<file path="config.mk">
export PLATFORM = sky130hd
export DESIGN_NAME = store_commit_buffer
export DESIGN_NICKNAME = d
export VERILOG_FILES = /design/src/rtl/store_commit_buffer.sv
export SDC_FILE = /design/constraint.sdc
export NUM_CORES = 1
export LEC_CHECK = 0
export CAP_MARGIN = 5
export CORE_MARGIN = 5
export CORE_UTILIZATION = 30
export DETAILED_ROUTE_END_ITERATION = 16
export PLACE_DENSITY_LB_ADDON = 0.2
export RECOVER_POWER = 100
export SKIP_CTS_REPAIR_TIMING = 1
export SYNTH_ARGS = -nofsm -noshare
export SYNTH_HDL_FRONTEND = slang
export SYNTH_SLANG_ARGS = --single-unit
</file>
<file path="constraint.sdc">
create_clock -name clk_i -period 16.5 [get_ports clk_i]
set_input_delay 4.95 -clock clk_i [delete_from_list [all_inputs] [get_ports clk_i]]
set_output_delay 4.95 -clock clk_i [all_outputs]
set_load 0.005 [all_outputs]
</file>
<file path="src/rtl/store_commit_buffer.sv">
// Write-through store queue: holds speculative stores until commit, then issues
// committed stores to the dcache in order with a cap on in-flight writes.
module store_commit_buffer #(
  parameter int unsigned DEPTH           = 4,
  parameter int unsigned ADDR_W          = 32,
  parameter int unsigned DATA_W          = 32,
  parameter int unsigned MAX_OUTSTANDING = 7
) (
  input  logic                                 clk_i,
  input  logic                                 rst_ni,
  input  logic                                 flush_i,
  input  logic                                 st_valid_i,
  output logic                                 st_ready_o,
  input  logic [ADDR_W-1:0]                    st_addr_i,
  input  logic [DATA_W-1:0]                    st_data_i,
  input  logic [DATA_W/8-1:0]                  st_be_i,
  input  logic                                 commit_i,
  output logic                                 req_valid_o,
  input  logic                                 req_ready_i,
  output logic [ADDR_W-1:0]                    req_addr_o,
  output logic [DATA_W-1:0]                    req_data_o,
  output logic [DATA_W/8-1:0]                  req_be_o,
  input  logic                                 ack_i,
  output logic                                 empty_o,
  output logic [$clog2(MAX_OUTSTANDING+1)-1:0] outstanding_o
);

  localparam int unsigned PW = $clog2(DEPTH);
  localparam int unsigned CW = $clog2(DEPTH + 1);
  localparam int unsigned OW = $clog2(MAX_OUTSTANDING + 1);
  localparam int unsigned BW = DATA_W / 8;

  logic [ADDR_W-1:0] addr_q [DEPTH];
  logic [DATA_W-1:0] data_q [DEPTH];
  logic [BW-1:0]     be_q   [DEPTH];

  logic [PW-1:0] wr_ptr_q, wr_ptr_d;
  logic [PW-1:0] commit_ptr_q, commit_ptr_d;
  logic [PW-1:0] rd_ptr_q, rd_ptr_d;
  logic [CW-1:0] total_cnt_q, total_cnt_d;
  logic [CW-1:0] commit_cnt_q, commit_cnt_d;
  logic [OW-1:0] out_cnt_q, out_cnt_d;

  logic push, commit, issue, ack;

  // Handshake qualification uses only registered counts, so a store pushed
  // this cycle cannot be committed until the next one.
  always_comb begin
    st_ready_o  = (total_cnt_q < CW'(DEPTH)) && !flush_i;
    push        = st_valid_i && st_ready_o;
    commit      = commit_i && (total_cnt_q != commit_cnt_q);
    req_valid_o = (commit_cnt_q != '0) && (out_cnt_q < OW'(MAX_OUTSTANDING));
    issue       = req_valid_o && req_ready_i;
    ack         = ack_i && (out_cnt_q != '0);
  end

  always_comb begin
    commit_ptr_d = commit_ptr_q + PW'(commit);
    rd_ptr_d     = rd_ptr_q + PW'(issue);
    commit_cnt_d = commit_cnt_q + CW'(commit) - CW'(issue);
    out_cnt_d    = out_cnt_q + OW'(issue) - OW'(ack);
    wr_ptr_d     = wr_ptr_q + PW'(push);
    total_cnt_d  = total_cnt_q + CW'(push) - CW'(issue);
    // Flush drops everything past the commit point, keeping a same-cycle commit.
    if (flush_i) begin
      wr_ptr_d    = commit_ptr_d;
      total_cnt_d = commit_cnt_d;
    end
  end

  always_ff @(posedge clk_i) begin
    if (!rst_ni) begin
      wr_ptr_q     <= '0;
      commit_ptr_q <= '0;
      rd_ptr_q     <= '0;
      total_cnt_q  <= '0;
      commit_cnt_q <= '0;
      out_cnt_q    <= '0;
    end else begin
      wr_ptr_q     <= wr_ptr_d;
      commit_ptr_q <= commit_ptr_d;
      rd_ptr_q     <= rd_ptr_d;
      total_cnt_q  <= total_cnt_d;
      commit_cnt_q <= commit_cnt_d;
      out_cnt_q    <= out_cnt_d;
    end
  end

  always_ff @(posedge clk_i) begin
    if (push) begin
      addr_q[wr_ptr_q] <= st_addr_i;
      data_q[wr_ptr_q] <= st_data_i;
      be_q[wr_ptr_q]   <= st_be_i;
    end
  end

  assign req_addr_o    = addr_q[rd_ptr_q];
  assign req_data_o    = data_q[rd_ptr_q];
  assign req_be_o      = be_q[rd_ptr_q];
  assign empty_o       = (total_cnt_q == '0) && (out_cnt_q == '0);
  assign outstanding_o = out_cnt_q;

  always @(posedge clk_i) begin
    if (rst_ni) begin
      assert (!(commit_i && (total_cnt_q == commit_cnt_q)))
        else $warning("store_commit_buffer: commit with no uncommitted store ignored");
      assert (!(ack_i && (out_cnt_q == '0)))
        else $warning("store_commit_buffer: ack with no outstanding write ignored");
    end
  end

endmodule

</file>
==> flow_summary.toml, run 1 <==
[outcome]
status = "finished, violations left"
failed_checks = "max-capacitance violations, max-slew violations"

[synth]
ys_seq_area_share_pct = 79.3
ys_seq_elements = 287
synth_area_per_cell_um2 = 24.2
ys_types = 27
synth.yosys.warnings = 0
synth_nets = 529
synthesis.area_um2 = 10700
syn_inst = 441

[finish]
area_delta_synth_final_pct = 28.4
multi_input_area_um2 = 2040
nets = 700
drive_gt1_share_pct = 17.9
regArea_um2 = 8470
fillerInstances = 3240

[grt]
grt-ovfl-total = 0
antenna_found_initial = 3
grt_max_degree = 70
grt_pass1_wl_um = 32200
grtUsageTotal_pct = 10.6
grt_pass1_vias = 5487

[floorplan]
rows = 69
fp.coreArea_um2 = 35400
io_pins = 149
die_w_um = 199
fp.dieH_um = 199
die-area_um2 = 39500
start_util_pct = 30.2

[timing]
fin_crit_sh_pct = 68.6
drv_slew = 354
slew_headroom_pct = -155
setup_viol = 0
rsz0062_at_grt = "false"
final.min_clock_period_ns = 11.33
tightest_slew_ns = 3.82
setup-tns-final_ns = 0
fmax_mhz = 88.3
skew_ns = 0.00969
hold_viol = 0
fin_hold_ws_ns = 0.530
setup_ws_ns = 5.17

[clocking]
clock_latency_ns = 0.56
cts_tree = "done"
clock_sinks = 287
cts-buffers-inserted = 31
cts_max_level = 1
path_clk_slew_ns = 0.06
clockBufferDepth = 3
cts-root-buf = "clkbuf_16"

[setup_path]
critPathMaxFanout = 8
crit_start = "flush_i"
cpPeakStageDelay_ns = 0.67
cp_common_cell = "dlygate4sd3_1"
crit_buf_inv = 2
cp_top_family = "buffers and inverters"
start_kind = "primary input"
slowest_stage = "dlygate4sd3_1"
reg2reg_slack_ns = 11.66
worstRegToRegCells = 5
r2r-end = "addr_q[1][31]"
worstPathCellList = "dlygate4sd3_1, nor2_1, dlygate4sd3_1"
path_class = "primary input to output port"
cp-end-kind = "output port"
endpoint = "st_ready_o"
cp.depth = 3
reg2reg_from = "total_cnt_q[2]"
arrival_ns = 6.38
worstPathRequired_ns = 11.55

[placed_design]
io_buffers = 148
place.gp.congestion = 0.699
dp_slack_ns = 5.30
place_hpwl_um = 12200

[detailed_routing]
wl_per_cell_um = 19.2
vias = 4842
drc = 0
drt_iter0_drc = 163
drt-total-wl_um = 21100
via_per_inst = 4.40
dr.pass1.iters = 4
drtAntennaViolNets = 0

[pwr]
combPwrFrac_pct = 20.4
p_sw_share_pct = 23.7
power.net_switching_mw = 0.483
ir_drop_uv = 104
p_per_area_nw_per_um2 = 148
finalPower_mw = 2.03
p_leak_nw = 4.41
clkPwrFrac_pct = 34.9
pwr-share-seq_pct = 44.6
p_int_mw = 1.55

[job]
maxCapViolations = 9

[min_path]
hold_class = "register to register"
layout make-up:
class	instances	share of cell area, %
repair buffers	156	11.0
flip-flops and latches	287	61.8
clock inverters	24	2.05
multi-input cells	125	14.9
inverters	11	0.301
well taps	461	4.20
diodes	2	0.0365
clock buffers	34	5.74
tightest hold or removal path, cell delays in order (launching register included):
cell	delay, ns
dfxtp_1	0.32
xnor2_1	0.08
nor2b_1	0.10
placed cells by master (no fill, tap or decap), drive strengths merged:
cell type and instances:
o31a 1, bufinv 6, dfxtp 15, buf 1, dlygate4sd3 144, nor2b 5
nand2 3, ha 10, xnor2 4, or3 1, nor3b 2, a22o 1
a21oi 1, nor4 1, clkinvlp 1, xnor3 1, xor2 5, mux2i 3
and2 11, nor3 2, clkinv 15, diode 2, fa 3, inv 13
clkbuf 41, mux4 68, edfxtp 272, nor2 1, and3 1, o211a 1
clkdlybuf4s50 4
layer usage:
metal | part of all wire, % | GRT usage [%]
met1 | 41 | 13.1
met2 | 51 | 18.3
met3 | 6.5 | 3.00
met4 | 2.0 | 2.96
met5 | 0.066 | 0
cell usage after synthesis:
cell type | count | share of area [%]
buf_6 | 1 | 0.11
a22o_1 | 1 | 0.082
clkbuf_1 | 6 | 0.21
buf_12 | 3 | 0.56
nor3b_1 | 2 | 0.14
nor4_1 | 1 | 0.059
ha_1 | 10 | 1.2
mux2i_1 | 3 | 0.28
nand2_1 | 3 | 0.11
xor2_1 | 5 | 0.41
buf_2 | 8 | 0.37
a21oi_1 | 1 | 0.047
xnor2_1 | 4 | 0.33
mux4_2 | 68 | 14
and2_1 | 11 | 0.64
nor3_1 | 2 | 0.094
inv_1 | 11 | 0.39
nor2b_1 | 5 | 0.29
nor2_1 | 1 | 0.035
fa_1 | 3 | 0.56
xnor3_1 | 1 | 0.21
o31a_1 | 1 | 0.082
edfxtp_1 | 272 | 76
or3_1 | 1 | 0.059
o211a_1 | 1 | 0.094
and3_1 | 1 | 0.059
dfxtp_1 | 15 | 2.8
sequential cells by signal (all words and copies together), names as in the netlist:
| register | cells |
|---|---|
| addr_q | 128 |
| commit_ptr_q | 2 |
| be_q | 16 |
| commit_cnt_q | 3 |
| wr_ptr_q | 2 |
| rd_ptr_q | 2 |
| data_q | 128 |
| total_cnt_q | 3 |
| outstanding_o | 3 |
how the worst min path moves through the flow:
stage / start / to / cells after the start
5_1_grt: commit_ptr_q[1] / commit_ptr_q[1] / 2
3_5_place_dp: commit_ptr_q[1] / commit_ptr_q[1] / 2
4_1_cts: commit_ptr_q[1] / commit_ptr_q[1] / 2
6_report: commit_ptr_q[1] / commit_ptr_q[1] / 2
2_1_floorplan: commit_ptr_q[1] / commit_ptr_q[1] / 2
3_3_place_gp: commit_ptr_q[1] / commit_ptr_q[1] / 2
power groups by stage:
stage / Clock (mW) / Combinational, mW / Sequential, mW
after detailed placement: 0 / 0.456 / 0.924
after global placement: 0 / 0.449 / 0.921
final: 0.710 / 0.416 / 0.908
after global routing: 0.766 / 0.460 / 0.919
after CTS: 0.735 / 0.460 / 0.910
after floorplan: 0 / 0.271 / 0.892
per-stage QoR:
| stage | instances | instance area [µm²] | util (%) |
|---|---|---|---|
| floorplan | 441 | 10700 | - |
| global placement | 1040 | 12700 | 35.9 |
| detailed placement | 1040 | 12700 | 35.9 |
| CTS | 1098 | 13800 | 38.9 |
| global route | 1098 | 13700 | 38.7 |
| finish | 1100 | 13700 | 38.8 |
logic make-up (layout without fill, tap and decap cells):
group                    count (synthesis)  count (layout)  share of synthesized area [%]
AND/OR/NAND/NOR                         27              27                           1.49
flip-flops                             287             287                           79.3
multiplexers                            71              71                           14.6
AO/OA/AOI/OAI                            4               4                          0.305
XOR/XNOR                                10              10                          0.949
other                                    0               2                              0
adder cells (fa/ha/maj)                 13              13                           1.73
buffers and inverters                   29             225                           1.64
Power figures use the tool's default switching activity.
==> run 2, diff against run 1 <==
Clock period 16.5 ns to 11.69 ns, I/O delays scaled along.
==> flow_summary.toml, run 2 (synthesis gave the netlist of run 1 again) <==
[job]
maxCapViolations = 9

[clocking]
cts-buffers-inserted = 34
path_clk_slew_ns = 0.06
clockBufferDepth = 3
clock_sinks = 287
cts_tree = "done"
clock_latency_ns = 0.49
cts-root-buf = "clkbuf_16"
cts_max_level = 2

[timing]
setup_ws_ns = 3.21
final.min_clock_period_ns = 8.48
setup-tns-final_ns = 0
slew_headroom_pct = -146
drv_slew = 354
setup_viol = 0
tightest_slew_ns = 3.69
fmax_mhz = 118
skew_ns = 0.0143
fin_crit_sh_pct = 72.5
rsz0062_at_grt = "false"
hold_viol = 0
fin_hold_ws_ns = 0.580

[detailed_routing]
drt-total-wl_um = 21300
vias = 4896
drc = 0
dr.pass1.iters = 4
drt_iter0_drc = 114
wl_per_cell_um = 19.4
via_per_inst = 4.45
drtAntennaViolNets = 0

[grt]
grtUsageTotal_pct = 10.8
use_met2_pct = 19.0
busiest_layer = "met2"
grt_max_degree = 70
grt-ovfl-total = 0
grt_pass1_wl_um = 32800
use_met1_pct = 12.9
antenna_found_initial = 4
met3_usage_pct = 3.22
grt_pass1_vias = 5605

[floorplan]
rows = 69
start_util_pct = 30.2
fp.coreArea_um2 = 35400
die-area_um2 = 39500
io_pins = 149
die_w_um = 199
fp.dieH_um = 199

[finish]
nets = 703
area_delta_synth_final_pct = 28.3
fillerInstances = 3184
drive_gt1_share_pct = 19.2
reg_top3 = "addr_q: 128 flops, data_q: 128 flops, be_q: 16 flops"
layoutNonFillerInstCount = 1101
multi_input_area_um2 = 2040
mostFrequentLayoutCell = "edfxtp_1"
final_cell_mix = "272 x edfxtp_1, 144 x dlygate4sd3_1, 68 x mux4_2"
regArea_um2 = 8470

[pwr]
p_per_area_nw_per_um2 = 208
p_leak_nw = 4.42
pwr-share-seq_pct = 44.8
p_sw_share_pct = 24.0
combPwrFrac_pct = 20.7
finalPower_mw = 2.85
power.net_switching_mw = 0.684
ir_drop_uv = 123
p_int_mw = 2.17
clkPwrFrac_pct = 34.5

[setup_path]
critPathMaxFanout = 8
cpPeakStageDelay_ns = 0.67
cp_top_family = "buffers and inverters"
slowest_stage = "dlygate4sd3_1"
worstPathCellList = "dlygate4sd3_1, nor2_1, dlygate4sd3_1"
worstPathRequired_ns = 8.18
path_class = "primary input to output port"
reg2reg_slack_ns = 6.77
cp-end-kind = "output port"
crit_buf_inv = 2
arrival_ns = 4.97
cp_common_cell = "dlygate4sd3_1"
start_kind = "primary input"

[outcome]
failed_checks = "max-capacitance violations, max-slew violations"
status = "finished, violations left"

[min_path]
hold_class = "register to register"

[placed_design]
place_hpwl_um = 12500
place.gp.congestion = 0.706
post-place-cells = 1040
dp_slack_ns = 3.33
io_buffers = 148
-- run 2: cell types whose count changed in the layout (fill, tap and decap cells not counted), moves of 2 or more --
cell        before  now
clkinvlp_4       1    3
bufinv_16        6    2
clkinv_2         3   10
clkbuf_16       31   35
clkinv_1        11    1
clkbuf_1        10   14
-- run 2: power by group through the flow --
stage	Clock [mW]	Sequential [mW]	Combinational (mW)
3_5_place_dp	0	1.30	0.648
3_3_place_gp	0	1.30	0.638
2_1_floorplan	0	1.26	0.382
6_report	0.983	1.28	0.590
5_1_grt	1.06	1.29	0.652
4_1_cts	1.02	1.28	0.652
-- run 2: routing by layer --
| layer | vias to the layer above | wire length [µm] |
|---|---|---|
| met5 | - | 32 |
| met1 | 2539 | 8500 |
| li1 | 2186 | - |
| met4 | 6 | 455 |
| met2 | 120 | 11100 |
| met3 | 45 | 1280 |
-- run 2: cell type report --
class	instances	share of cell area, %
Multi-Input combinational cell	125	14.9
Antenna cell	1	0.0183
Clock inverter	18	1.12
Sequential cell	287	61.8
Clock buffer	42	6.58
Inverter	11	0.301
Tap cell	461	4.21
Timing Repair Buffer	156	11.1
-- run 2: stage by stage --
| step | area, µm² | utilization [%] |
|---|---|---|
| 5_1_grt | 13700 | 38.7 |
| 2_1_floorplan | 10700 | - |
| 4_1_cts | 13800 | 38.8 |
| 3_5_place_dp | 12700 | 35.9 |
| 6_report | 13700 | 38.7 |
| 3_3_place_gp | 12700 | 35.9 |
-- run 2: worst paths after layout --
path / start / to / cells past startpoint
max: flush_i / st_ready_o / 3
max reg2reg: total_cnt_q[2] / addr_q[2][31] / 5
min reg2reg: commit_ptr_q[1] / commit_ptr_q[1] / 2
min: commit_ptr_q[1] / commit_ptr_q[1] / 2
-- run 2: worst reg2reg max path: cells and delay by family, from the launching register on --
kind	cells	cell delay [ns]
buffers and inverters	2	3.49
and+or+nand+nor	3	0.58
DFF	1	0.35
==> run 3, diff against run 2 <==
Clock period 11.69 ns to 8.3 ns, I/O delays scaled along.
==> flow_summary.toml, run 3 (synthesis gave the netlist of run 1 again) <==
[outcome]
status = "finished, violations left"
failed_checks = "max-capacitance violations, max-slew violations"

[timing]
rsz0062_at_grt = "false"
setup-tns-final_ns = 0
skew_ns = 0.00842
fin_crit_sh_pct = 81.6
final.min_clock_period_ns = 6.77
slew_headroom_pct = -37.0
hold_viol = 0
drv_slew = 167
fin_hold_ws_ns = 0.533
fmax_mhz = 148
tightest_slew_ns = 2.05
setup_ws_ns = 1.53
setup_viol = 0

[finish]
drive_gt1_share_pct = 18.2
nets = 699
fillerInstances = 3220
area_delta_synth_final_pct = 27.0
insertedDiodeCount = 0
final_cell_mix = "272 x edfxtp_1, 136 x dlygate4sd3_1, 68 x mux4_2"
mostFrequentLayoutCell = "edfxtp_1"
reg_top3 = "addr_q: 128 flops, data_q: 128 flops, be_q: 16 flops"

[grt]
use_met1_pct = 13.4
met3_usage_pct = 3.01
grt_max_degree = 47
grtUsageTotal_pct = 10.7
antenna_found_initial = 3
grt-ovfl-total = 0
busiest_layer = "met2"
use_met2_pct = 18.8
grt_pass1_wl_um = 32600
grt_pass1_vias = 5487

[floorplan]
io_pins = 149
fp.dieH_um = 199
die-area_um2 = 39500
fp.coreArea_um2 = 35400
die_w_um = 199
start_util_pct = 30.2
rows = 69

[placed_design]
dp_slack_ns = 2.01
io_buffers = 148
place_hpwl_um = 12700
place.gp.congestion = 0.696

[setup_path]
reg2reg_from = "total_cnt_q[2]"
worstRegToRegCells = 5
cp-end-kind = "output port"
critPathMaxFanout = 46
path_class = "register to output port"
arrival_ns = 4.28
reg2reg_slack_ns = 4.31
start_kind = "register"
r2r-end = "addr_q[2][27]"
worstPathRequired_ns = 5.81

[min_path]
hold_start = "commit_ptr_q[1]"
whs_endpoint = "commit_ptr_q[1]"
worstHoldPathCells = 2
hold_class = "register to register"

[detailed_routing]
vias = 4882
drtAntennaViolNets = 0
via_per_inst = 4.46
wl_per_cell_um = 19.6
dr.pass1.iters = 6
drt_iter0_drc = 151
drt-total-wl_um = 21400
drc = 0

[clocking]
cts_tree = "done"
cts-buffers-inserted = 29
cts-root-buf = "clkbuf_16"
clock_latency_ns = 0.53
path_clk_slew_ns = 0.06
clock_sinks = 287
clockBufferDepth = 3
cts_max_level = 1

[job]
maxCapViolations = 5

[pwr]
p_per_area_nw_per_um2 = 284
ir_drop_uv = 177
p_leak_nw = 4.36
-- run 3: cell types whose count changed in the layout (fill, tap and decap cells not counted), sizes merged --
| cell | delta |
|---|---|
| buf | +1 |
| clkbuf | -2 |
| clkdlybuf4s50 | +8 |
| clkinv | -2 |
| clkinvlp | -2 |
| diode | -1 |
| dlygate4sd3 | -8 |
| inv | -1 |
-- run 3: routing by layer --
| layer | wire, µm | vias up |
|---|---|---|
| li1 | - | 2177 |
| met1 | 8740 | 2558 |
| met2 | 11000 | 105 |
| met3 | 1220 | 36 |
| met4 | 463 | 6 |
| met5 | 39 | - |
-- run 3: through the flow --
| stage | power, mW | std cells | util, % | area, µm² |
|---|---|---|---|---|
| final | 3.86 | 1094 | 38.3 | 13600 |
| after global routing | 4.08 | 1094 | 38.3 | 13600 |
| after CTS | 4.00 | 1094 | 38.5 | 13600 |
| after detailed placement | 2.74 | 1041 | 35.9 | 12700 |
| after global placement | 2.72 | 1041 | 35.9 | 12700 |
| after floorplan | 2.31 | 441 | - | 10700 |
-- run 3: area by class of cell --
type,instances,area (µm²),share of cell area (%)
clock buffers,40,797,5.88
clock inverters,13,111,0.821
inverters,11,41.3,0.304
multi-input cells,125,2040,15.0
flip-flops and latches,287,8470,62.4
well taps,461,577,4.25
repair buffers,157,1530,11.3
-- run 3: how the worst max path moves through the flow --
stage	from	end	slack, ns	depth (start not counted)
global route	rd_ptr_q[0]	req_addr_o[22]	0.97	3
global placement	flush_i	st_ready_o	1.98	3
finish	rd_ptr_q[0]	req_addr_o[22]	1.53	3
floorplan	flush_i	addr_q[1][0]	-0.23	4
detailed placement	flush_i	st_ready_o	2.01	3
CTS	flush_i	st_ready_o	2.00	3
-- run 3: worst max-delay path: stages (launching register included) --
cell           delay (ns)
dfxtp_2              1.48
clkbuf_2             1.01
mux4_2               0.60
dlygate4sd3_1        0.61
-- run 3: where the power goes --
| group | internal, mW | switching (mW) |
|---|---|---|
| registers | 1.70 | 0.0997 |
| clock network | 0.728 | 0.504 |
| logic | 0.500 | 0.320 |
| total | 2.93 | 0.924 |
